$ cat src/rtl/cam_pkg.sv
// Shared types and pixel-format helpers for the camera capture path.
// Maps camera byte pairs to RGB888 and decodes the mode/decimation controls.
package cam_pkg;

    typedef enum logic [1:0] {
        IDLE       = 2'd0,
        WAIT_FRAME = 2'd1,
        CAPTURE    = 2'd2
    } state_e;

    typedef enum logic [1:0] {
        MODE_RGB565 = 2'b00,
        MODE_RGB444 = 2'b01,
        MODE_YUV_Y  = 2'b10
    } mode_e;

    function automatic mode_e decode_mode(logic [1:0] m);
        mode_e r;
        case (m)
            2'b01:   r = MODE_RGB444;
            2'b10:   r = MODE_YUV_Y;
            default: r = MODE_RGB565;
        endcase
        return r;
    endfunction

    // Low-bit mask on col/line; a pixel is kept when both masked values are zero.
    function automatic logic [1:0] decim_mask(logic [1:0] d);
        logic [1:0] r;
        case (d)
            2'd0:    r = 2'b00;
            2'd1:    r = 2'b01;
            default: r = 2'b11;
        endcase
        return r;
    endfunction

    function automatic logic [23:0] to_rgb888(mode_e mode, logic [7:0] b0, logic [7:0] b1);
        logic [23:0] r;
        logic [5:0]  g6;
        g6 = {b0[2:0], b1[7:5]};
        case (mode)
            MODE_RGB444: r = {b0[3:0], b0[3:0], b1[7:4], b1[7:4], b1[3:0], b1[3:0]};
            MODE_YUV_Y:  r = {b0, b0, b0};
            default:     r = {b0[7:3], b0[7:5], g6, g6[5:4], b1[4:0], b1[4:2]};
        endcase
        return r;
    endfunction

endpackage

$ cat src/rtl/cam_capture_px_if.sv
// Camera byte stream in, frame-buffer write port out.
// The capture block uses the slave view; the camera/frame-buffer side uses master.
interface cam_capture_px_if #(
    parameter int unsigned ADDR_W = 19
);
    logic              ivsync;
    logic              ihref;
    logic [7:0]        idata;
    logic              owr_en;
    logic [ADDR_W-1:0] oaddr;
    logic [23:0]       odata_out;

    modport master (
        output ivsync, ihref, idata,
        input  owr_en, oaddr, odata_out
    );

    modport slave (
        input  ivsync, ihref, idata,
        output owr_en, oaddr, odata_out
    );
endinterface

$ cat src/rtl/cam_byte_pair.sv
// Pairs consecutive HREF-qualified bytes into one pixel.
// Outputs are registered, so a pixel appears one cycle after its second byte.
module cam_byte_pair (
    input  logic       clk_i,
    input  logic       rst_ni,
    input  logic       en_i,
    input  logic       clr_i,
    input  logic       h_i,
    input  logic [7:0] d_i,
    output logic       phase_o,
    output logic       pix_valid_o,
    output logic [7:0] b0_o,
    output logic [7:0] b1_o
);
    logic       phase_q, phase_d;
    logic [7:0] hold_q, hold_d;
    logic       pix_q, pix_d;
    logic [7:0] b0_q, b0_d;
    logic [7:0] b1_q, b1_d;

    always_comb begin
        phase_d = (h_i && !clr_i) ? ~phase_q : 1'b0;
        hold_d  = (h_i && !phase_q) ? d_i : hold_q;
        pix_d   = en_i && h_i && phase_q;
        b0_d    = pix_d ? hold_q : b0_q;
        b1_d    = pix_d ? d_i : b1_q;
    end

    always_ff @(posedge clk_i) begin
        if (!rst_ni) begin
            phase_q <= 1'b0;
            hold_q  <= 8'h00;
            pix_q   <= 1'b0;
            b0_q    <= 8'h00;
            b1_q    <= 8'h00;
        end else begin
            phase_q <= phase_d;
            hold_q  <= hold_d;
            pix_q   <= pix_d;
            b0_q    <= b0_d;
            b1_q    <= b1_d;
        end
    end

    assign phase_o     = phase_q;
    assign pix_valid_o = pix_q;
    assign b0_o        = b0_q;
    assign b1_o        = b1_q;
endmodule

$ cat src/rtl/cam_capture_px.sv
// Camera capture: frame FSM, pixel/line counters, decimation, linear addressing
// and sticky geometry-error reporting on top of the byte pairer.
module cam_capture_px
    import cam_pkg::*;
#(
    parameter int unsigned H_ACTIVE = 640,
    parameter int unsigned V_ACTIVE = 480,
    parameter int unsigned ADDR_W   = 19
) (
    input  logic                   iclk,
    input  logic                   ireset,
    cam_capture_px_if.slave        cam,
    input  logic                   istart,
    input  logic                   icontinuous,
    input  logic [1:0]             imode,
    input  logic [1:0]             idecim,
    output logic                   obusy,
    output logic                   oframe_done,
    output logic                   oerr
);
    localparam int unsigned       CntW    = 16;
    localparam logic [CntW-1:0]   HMax    = CntW'(H_ACTIVE);
    localparam logic [CntW-1:0]   VMax    = CntW'(V_ACTIVE);
    localparam logic [ADDR_W-1:0] AddrMax = ADDR_W'(H_ACTIVE * V_ACTIVE - 1);

    logic              v_q, h_q, v_prev_q, h_prev_q;
    logic [7:0]        d_q;
    state_e            state_q, state_d;
    mode_e             mode_q, mode_d;
    logic [1:0]        mask_q, mask_d;
    logic [CntW-1:0]   col_q, col_d, line_q, line_d;
    logic [ADDR_W-1:0] waddr_q, waddr_d, addr_q, addr_d;
    logic [23:0]       data_q, data_d;
    logic              wr_en_q, wr_en_d, busy_q, busy_d, done_q, done_d, err_q, err_d;

    logic              frame_start, frame_end, h_fall, capturing, start_cap, keep, err_evt;
    logic [CntW-1:0]   col_next, line_next;
    logic              phase, pix_valid;
    logic [7:0]        pb0, pb1;

    cam_byte_pair u_byte_pair (
        .clk_i       (iclk),
        .rst_ni      (ireset),
        .en_i        (capturing),
        .clr_i       (start_cap),
        .h_i         (h_q),
        .d_i         (d_q),
        .phase_o     (phase),
        .pix_valid_o (pix_valid),
        .b0_o        (pb0),
        .b1_o        (pb1)
    );

    always_comb begin
        frame_start = v_prev_q && !v_q;
        frame_end   = !v_prev_q && v_q;
        h_fall      = h_prev_q && !h_q;
        capturing   = (state_q == CAPTURE);
        start_cap   = (state_q == WAIT_FRAME) && frame_start;

        // Saturating so oversized lines/frames never wrap back into range.
        col_next  = (pix_valid && col_q != '1) ? col_q + 1'b1 : col_q;
        line_next = (h_fall && line_q != '1) ? line_q + 1'b1 : line_q;

        keep = pix_valid && ((col_q[1:0] & mask_q) == 2'b00)
               && ((line_q[1:0] & mask_q) == 2'b00) && (col_q < HMax) && (line_q < VMax);

        err_evt = capturing && ((h_fall && (phase || col_next != HMax))
                                || (frame_end && line_next != VMax));

        state_d = state_q;
        mode_d  = mode_q;
        mask_d  = mask_q;
        col_d   = h_fall ? '0 : col_next;
        line_d  = line_next;
        waddr_d = (keep && waddr_q != AddrMax) ? waddr_q + 1'b1 : waddr_q;

        unique case (state_q)
            IDLE:       if (istart) state_d = WAIT_FRAME;
            WAIT_FRAME: if (frame_start) state_d = CAPTURE;
            CAPTURE:    if (frame_end) state_d = icontinuous ? WAIT_FRAME : IDLE;
            default:    state_d = IDLE;
        endcase

        if (start_cap) begin
            mode_d  = decode_mode(imode);
            mask_d  = decim_mask(idecim);
            col_d   = '0;
            line_d  = '0;
            waddr_d = '0;
        end

        wr_en_d = keep;
        addr_d  = keep ? waddr_q : addr_q;
        data_d  = keep ? to_rgb888(mode_q, pb0, pb1) : data_q;
        busy_d  = (state_d != IDLE);
        done_d  = capturing && frame_end;
        err_d   = (istart ? 1'b0 : err_q) | err_evt;
    end

    always_ff @(posedge iclk) begin
        if (!ireset) begin
            v_q      <= 1'b0;
            h_q      <= 1'b0;
            d_q      <= 8'h00;
            v_prev_q <= 1'b0;
            h_prev_q <= 1'b0;
            state_q  <= IDLE;
            mode_q   <= MODE_RGB565;
            mask_q   <= 2'b00;
            col_q    <= '0;
            line_q   <= '0;
            waddr_q  <= '0;
            addr_q   <= '0;
            data_q   <= 24'h0;
            wr_en_q  <= 1'b0;
            busy_q   <= 1'b0;
            done_q   <= 1'b0;
            err_q    <= 1'b0;
        end else begin
            v_q      <= cam.ivsync;
            h_q      <= cam.ihref;
            d_q      <= cam.idata;
            v_prev_q <= v_q;
            h_prev_q <= h_q;
            state_q  <= state_d;
            mode_q   <= mode_d;
            mask_q   <= mask_d;
            col_q    <= col_d;
            line_q   <= line_d;
            waddr_q  <= waddr_d;
            addr_q   <= addr_d;
            data_q   <= data_d;
            wr_en_q  <= wr_en_d;
            busy_q   <= busy_d;
            done_q   <= done_d;
            err_q    <= err_d;
        end
    end

    assign cam.owr_en    = wr_en_q;
    assign cam.oaddr     = addr_q;
    assign cam.odata_out = data_q;
    assign obusy         = busy_q;
    assign oframe_done   = done_q;
    assign oerr          = err_q;
endmodule

$ cat src/flat_wrapper.sv
// flat-port wrapper written by rule: the top's interface ports become plain ports
module cam_capture_px_flat import cam_pkg::*;
#(
    parameter int unsigned H_ACTIVE = 640,
    parameter int unsigned V_ACTIVE = 480,
    parameter int unsigned ADDR_W   = 19
)
  (iclk, ireset, istart, icontinuous, imode, idecim, obusy, oframe_done, oerr, cam_ivsync, cam_ihref, cam_idata, cam_owr_en, cam_oaddr, cam_odata_out);
  cam_capture_px_if #(.ADDR_W(ADDR_W)) cam_i ();
  input  logic iclk;
  input  logic ireset;
  input  logic istart;
  input  logic icontinuous;
  input  logic [1:0] imode;
  input  logic [1:0] idecim;
  output logic obusy;
  output logic oframe_done;
  output logic oerr;
  input wire logic [$bits(cam_i.ivsync)-1:0] cam_ivsync;
  input wire logic [$bits(cam_i.ihref)-1:0] cam_ihref;
  input wire logic [$bits(cam_i.idata)-1:0] cam_idata;
  output wire logic [$bits(cam_i.owr_en)-1:0] cam_owr_en;
  output wire logic [$bits(cam_i.oaddr)-1:0] cam_oaddr;
  output wire logic [$bits(cam_i.odata_out)-1:0] cam_odata_out;
  assign cam_i.ivsync = cam_ivsync;
  assign cam_i.ihref = cam_ihref;
  assign cam_i.idata = cam_idata;
  assign cam_owr_en = cam_i.owr_en;
  assign cam_oaddr = cam_i.oaddr;
  assign cam_odata_out = cam_i.odata_out;
  cam_capture_px #(.H_ACTIVE(H_ACTIVE), .V_ACTIVE(V_ACTIVE), .ADDR_W(ADDR_W)) u_core (.iclk(iclk), .ireset(ireset), .cam(cam_i), .istart(istart), .icontinuous(icontinuous), .imode(imode), .idecim(idecim), .obusy(obusy), .oframe_done(oframe_done), .oerr(oerr));
endmodule
$ cat config.mk
export PLATFORM = sky130hd
export DESIGN_NAME = cam_capture_px_flat
export DESIGN_NICKNAME = d
export VERILOG_FILES = /design/src/rtl/cam_pkg.sv /design/src/rtl/cam_capture_px_if.sv /design/src/rtl/cam_byte_pair.sv /design/src/rtl/cam_capture_px.sv /design/src/flat_wrapper.sv
export SDC_FILE = /design/constraint.sdc
export NUM_CORES = 1
export LEC_CHECK = 0
export ABC_AREA = 1
export BUFFER_PORTS_ARGS = -buffer_cell sky130_fd_sc_hd__buf_2
export CAP_MARGIN = 10
export CORE_ASPECT_RATIO = 0.7
export CORE_MARGIN = 1
export CORE_UTILIZATION = 59
export CTS_CLUSTER_SIZE = 40
export DETAILED_ROUTE_END_ITERATION = 16
export PLACE_DENSITY_LB_ADDON = 0.15
export SETUP_SLACK_MARGIN = 0.02
export SYNTH_ARGS = -nofsm -noshare
export SYNTH_HDL_FRONTEND = slang
export SYNTH_SLANG_ARGS = --single-unit
$ cat constraint.sdc
create_clock -name iclk -period 2.3 [get_ports iclk]
set_clock_uncertainty 0.1 [all_clocks]
set_input_delay 0.115 -clock iclk [delete_from_list [all_inputs] [get_ports iclk]]
set_output_delay 0.115 -clock iclk [all_outputs]
set_load 0.01 [all_outputs]
==> results of run 1 <==
## what timing repair did
item,in CTS,in global routing
pin swaps,0,5
hold buffers,18,0
gates cloned,0,1
endpoints found under the hold margin,16,0
setup endpoints to repair,1,8
setup buffers,0,4
resized for setup,1,25
## cell usage after synthesis (14+ instances only)
master,instances
nand4_1,27
a21oi_1,77
dfxtp_1,142
inv_1,110
xor2_1,14
nand2_1,238
nor3_1,17
o21ai_0,76
clkbuf_1,21
nand3_1,39
nand2_2,20
nor2_1,136
## cell families after synthesis
family | Yosys count | synth area share (%)
and+or+nand+nor | 505 | 31.98
adders and majority gates | 5 | 0.9055
buffers and inverters | 154 | 8.982
xor gates and xnor gates | 19 | 2.409
DFF | 142 | 41.14
AOI/OAI and AO/OA | 185 | 14.58
## cell usage in the layout, fill, tap and decap left out, types with 3 or more instances in the layout
master / count
a211oi_1: 8
nand2_2: 20
inv_8: 5
buf_2: 64
clkinv_1: 5
dfxtp_2: 5
ha_1: 3
inv_1: 110
clkbuf_16: 17
nor4_1: 10
a311oi_1: 5
o22ai_1: 8
bufinv_16: 3
nand3_1: 39
nor2_4: 7
xnor2_1: 5
nand4_1: 27
nor3_1: 17
dlygate4sd3_1: 18
nand2_1: 237
buf_4: 45
dfxtp_1: 136
nor2_1: 128
inv_2: 5
inv_6: 5
xor2_1: 14
o21ai_0: 76
nor2_2: 11
a21oi_1: 77
## report_power, final
part / internal, mW / leakage, nW / switching (mW)
clock: 1.77 / 0.312 / 1.19
sequential: 2.49 / 1.15 / 0.0190
combinational: 0.0727 / 2.22 / 0.123
## per-stage QoR
stage                     util, %  TNS (ps)  hold slack [ps]  setup WS [ps]  std cells
after global routing        75.89    -28.14            101.5         -28.14       1291
after global placement      67.53         0            196.2          33.48       1236
final                       75.89         0            100.1          102.6       1291
after CTS                   74.87         0            94.47          64.78       1286
after detailed placement    67.53    -79.81            198.4         -79.81       1236
after floorplan                 -         0            112.6          262.1       1010
## how the worst min path moves through the flow
stage                         to    startpoint
5_1_grt        u_core.state_q[1]        ireset
4_1_cts        u_core.state_q[1]        ireset
3_3_place_gp       u_core.d_q[5]  cam_idata[5]
2_1_floorplan      u_core.d_q[0]  cam_idata[0]
3_5_place_dp       u_core.d_q[3]  cam_idata[3]
6_report       u_core.state_q[0]        ireset
## metal layers
metal	global-route usage, %	vias up
met3	8.155	17
met1	47.03	3163
met5	0	-
met2	47.07	334
li1	-	3524
met4	6.977	0
## flip-flops by register name (all words and copies together), names as in the netlist, 2 cells and up
signal                     flops
u_core.d_q                     8
u_core.mask_q                  2
u_core.line_q                 16
u_core.waddr_q                19
u_core.cam.oaddr              19
u_core.u_byte_pair.b0_o        8
u_core.u_byte_pair.b1_o        8
u_core.u_byte_pair.hold_q      8
u_core.col_q                  16
u_core.mode_q                  2
u_core.cam.odata_out          24
u_core.state_q                 2
## worst max-delay path, cell delays in order, from the launching register on
cell and delay (ps):
dfxtp_1 490, nand3_4 150, inv_4 90, nand3_4 90, nor2_4 190, nor2_4 100
buf_4 150, nand2_2 50, nand2_1 50, nor2_1 120, nand2_1 110, nor2_1 110
nand2_1 60, nand2_1 50, nand2_1 50, nand2_1 70, a21oi_2 50
## final cells by class
type,instances,area (sq um)
inverter,121,456.7
sequential,142,2853
clock inverter,15,214.0
fill,876,2703
timing repair buffer,128,849.6
tap,153,191.4
multi-input combinational,715,3518
clock buffer,17,425.4
==> impl_metrics.yaml, run 1 <==
timing:
  rsz0062_at_grt: "yes"
  clock.fmax_ghz: 0.4551
  period_needed_ps: 2197
  slew_headroom_pct: 54.60
  hold_viol: 0
  min_period_over_period_pct: 95.54
  setup_viol: 0
  slew_violations: 0
  worst_pin_slew_ps: 680.3
layout:
  design_area_sq_um: 8508
  nets: 1148
  drive_gt1_share_pct: 17.93
  num_antenna_cells: 0
  area_growth_pct: 23.14
worst_setup_path:
  startpoint: "u_core.line_q[2]"
  r2r_cells: 16
  r2r_start: "u_core.line_q[2]"
  crit_type: "flip-flop to flip-flop"
  r2r_end: "u_core.oerr"
  start_kind: "flip-flop"
  worst-path-max-fanout: 8
  critPathRequiredTime_ps: 2500
  arrival_ps: 2400
  cp-endpoint: "u_core.oerr"
  crit_path_end_kind: "flip-flop"
  worst-r2r-setup-slack_ps: 100
die:
  dieWidth_microns: 131.3
  io_pins: 65
  start_util_pct: 61.63
  fp.coreArea_sq_um: 11210
  dieArea_sq_um: 12150
  rows: 32
  dieHeight_microns: 92.54
cts:
  htree_levels: 4
  numCtsBuffers: 17
  clock_latency_ps: 430
  cts_tree: "yes"
  root_buffer: "clkbuf_16"
  cts_sinks: 142
  clockBufferDepth: 2
  cts.clk_slew.worst_paths_ps: 60
global_route:
  grt_overflow: 0
  grt_max_degree: 70
  antenna_found_initial: 0
  grt_pass1_wl_microns: 30600
  grt_pass1_vias: 6071
  grt_use_total_pct: 32.11
logic_synthesis:
  synth_edf_count: 0
  syn-mean-instance-area_sq_um: 6.841
  ys_warn_count: 0
  ys.flop_type: "dfxtp_1"
  async_reset_ff_share_pct: 0
  synthCells: 1010
  ys_ff_latch: 142
  synth_top_area_share_pct: 41.14
  seq_area_frac_synth_pct: 41.14
  synth_top_cell_by_area: "dfxtp_1"
  synth_area_sq_um: 6909
  yosys-top-cells-area: "dfxtp_1, nand2_1, nor2_1"
  syn-num-nets: 1033
  ys_types: 40
placed_design:
  dpl_cell_area_sq_um: 7571
  dp_hpwl_microns: 13690
  finalWeightedCongestion: 0.9899
  port_buffers: 64
pwr:
  p_total_mw: 5.663
  powerDensity_nw_per_um2: 665.6
  p_leak_nw: 3.688
  ir_worst_vdd_mv: 0.5775
worst_hold_path:
  hold_path_depth: 4
  hold_path.class: "input pin to flip-flop"
drt:
  dr.pass1.iters: 6
  drt-met1-wl_microns: 9194
  route.detailed.drc: 0
  dr_wl_met3_microns: 2043
  wire_per_inst_microns: 15.11
  vias: 7038
  wl_microns: 19500
  drtIter0Drc: 821
  vias_per_cell: 5.452
  highest-signal-layer: "met4"
  antenna_left: 0
  routed-wl-met2_microns: 8107
flow_run:
  max_cap_violations: 0
outcome:
  status: "finished, final reports clean"
Power figures use the tool's default switching activity.
==> run 2: changes to the inputs <==
==> constraint.sdc (replaced) <==
create_clock -name iclk -period 2.15 [get_ports iclk]
set_clock_uncertainty 0.1 [all_clocks]
set_input_delay 0.1075 -clock iclk [delete_from_list [all_inputs] [get_ports iclk]]
set_output_delay 0.1075 -clock iclk [all_outputs]
set_load 0.01 [all_outputs]
==> run 2 against run 1 <==
Non-clock buffer count grew 34. Flip-flop and latch count is the same. Core utilization grew 3.9 points. Final cell count grew 2.6%. Setup slack lost 80 ps. Final area grew 5.1%. Critical endpoint unchanged. Clock power is essentially flat. Register-to-register slack lost 80 ps.
==> impl_metrics.yaml, run 2 (synthesis gave the netlist of run 1 again) <==
cts:
  clockBufferDepth: 2
  cts.clk_slew.worst_paths_ps: 70
  numCtsBuffers: 17
  htree_levels: 4
  cts_tree: "yes"
  root_buffer: "clkbuf_16"
  clock_latency_ps: 430
  cts_sinks: 142
die:
  io_pins: 65
  rows: 32
  start_util_pct: 61.63
  dieWidth_microns: 131.3
  dieArea_sq_um: 12150
  fp.coreArea_sq_um: 11210
  dieHeight_microns: 92.54
timing:
  rsz0062_at_grt: "yes"
  slew_violations: 0
  hold_viol: 0
  worst_pin_slew_ps: 654.7
  setup_viol: 0
  slew_headroom_pct: 56.31
  clock.fmax_ghz: 0.4700
  hold_slack_ps: 22.14
  timing.final.ws_setup_ps: 22.15
  period_needed_ps: 2128
  min_period_over_period_pct: 98.97
placed_design:
  place_inst: 1264
  port_buffers: 64
  finalWeightedCongestion: 0.9767
  dp_hpwl_microns: 13990
  dp_slack_ps: -209.1
  dpl_cell_area_sq_um: 7781
layout:
  mostFrequentLayoutCell: "nand2_1"
  design_area_sq_um: 8942
  final_cells: 1325
  drive_gt1_share_pct: 23.81
  layout_common_cells: "nand2_1, dfxtp_1, nor2_1"
  num_antenna_cells: 0
  largest_reg_flops: 24
  area_growth_pct: 29.43
  nets: 1182
drt:
  drtIter0Drc: 613
  vias: 7358
  route.detailed.drc: 0
  dr.pass1.iters: 6
  wl_microns: 20870
  wire_per_inst_microns: 15.75
  vias_per_cell: 5.553
  antenna_left: 0
global_route:
  grt_pass1_vias: 6745
  met2_usage_pct: 51.73
  antenna_found_initial: 0
  grt_overflow: 0
  grt_pass1_wl_microns: 32870
  grt_max_degree: 70
  grt_use_met1_pct: 46.86
  grt_use_total_pct: 34.40
  grtUsageMet3_pct: 10.84
  top_usage_layer: "met2"
worst_setup_path:
  crit_type: "flip-flop to flip-flop"
  r2r_cells: 17
  worst-path-max-fanout: 7
  critPathRequiredTime_ps: 2360
  arrival_ps: 2340
  crit_path_end_kind: "flip-flop"
  start_kind: "flip-flop"
pwr:
  ir_worst_vdd_mv: 0.5691
  powerDensity_nw_per_um2: 656.9
  p_leak_nw: 3.904
outcome:
  status: "finished, final reports clean"
worst_hold_path:
  hold_path_depth: 5
  hold_path.class: "input pin to flip-flop"
flow_run:
  max_cap_violations: 0
run 2: worst max-delay path, cell delays in order, from the launching register on:
cell and delay [ps]:
dfxtp_2 350, ha_4 150, nand3_4 100, inv_4 80
nand3_4 90, nor2_4 110, nor2_4 60, buf_6 140
nand2_2 70, nand2_1 70, nor2_2 120, nand2_1 100
nor2_4 150, nand2_2 70, nand2_2 80, nand2_2 70
nand2_2 60, a21oi_2 40
run 2: through the flow:
step                      utilization, %  setup TNS [ps]  power (mW)
after floorplan                        -               0       2.846
after global placement             69.41          -137.0       2.913
after detailed placement           69.41          -209.1       2.916
after CTS                          76.93          -16.81       5.871
after global routing               79.77          -382.5       6.028
final                              79.77               0       5.874
run 2: worst paths after layout:
check                                 startpoint                end  slack [ps]
worst min register to register        u_core.h_q    u_core.h_prev_q         320
worst min-delay path                      ireset  u_core.waddr_q[9]          20
worst max register to register  u_core.line_q[0]        u_core.oerr          20
worst max-delay path            u_core.line_q[0]        u_core.oerr          20
run 2: cell type report:
| class | count | area, sq um |
|---|---|---|
| Clock buffer | 17 | 425.4 |
| Clock inverter | 15 | 183.9 |
| Fill cell | 821 | 2268 |
| Inverter | 121 | 460.4 |
| Multi-Input combinational cell | 714 | 3675 |
| Sequential cell | 142 | 2855 |
| Tap cell | 153 | 191.4 |
| Timing Repair Buffer | 162 | 1144 |
| Timing Repair inverter | 1 | 7.507 |
run 2: repair_timing:
action,in CTS,in global routing
setup buffers,1,9
gates resized for setup,16,74
pin swaps,4,22
setup endpoints to repair,12,61
endpoints found under the hold margin,16,0
hold buffers,17,0
gates cloned,0,2
run 2: layer usage:
metal / vias to the layer above / part of all wire [%]
li1: 3598 / -
met1: 3352 / 45
met2: 359 / 43
met3: 49 / 10
met4: 0 / 2.2
met5: - / 0
run 2: report_power, final:
group | internal, mW | switching (mW) | total [mW]
clock network | 1.58 | 1.39 | 2.98
registers | 2.66 | 0.0201 | 2.68
logic | 0.0796 | 0.137 | 0.216
total | 4.33 | 1.55 | 5.87
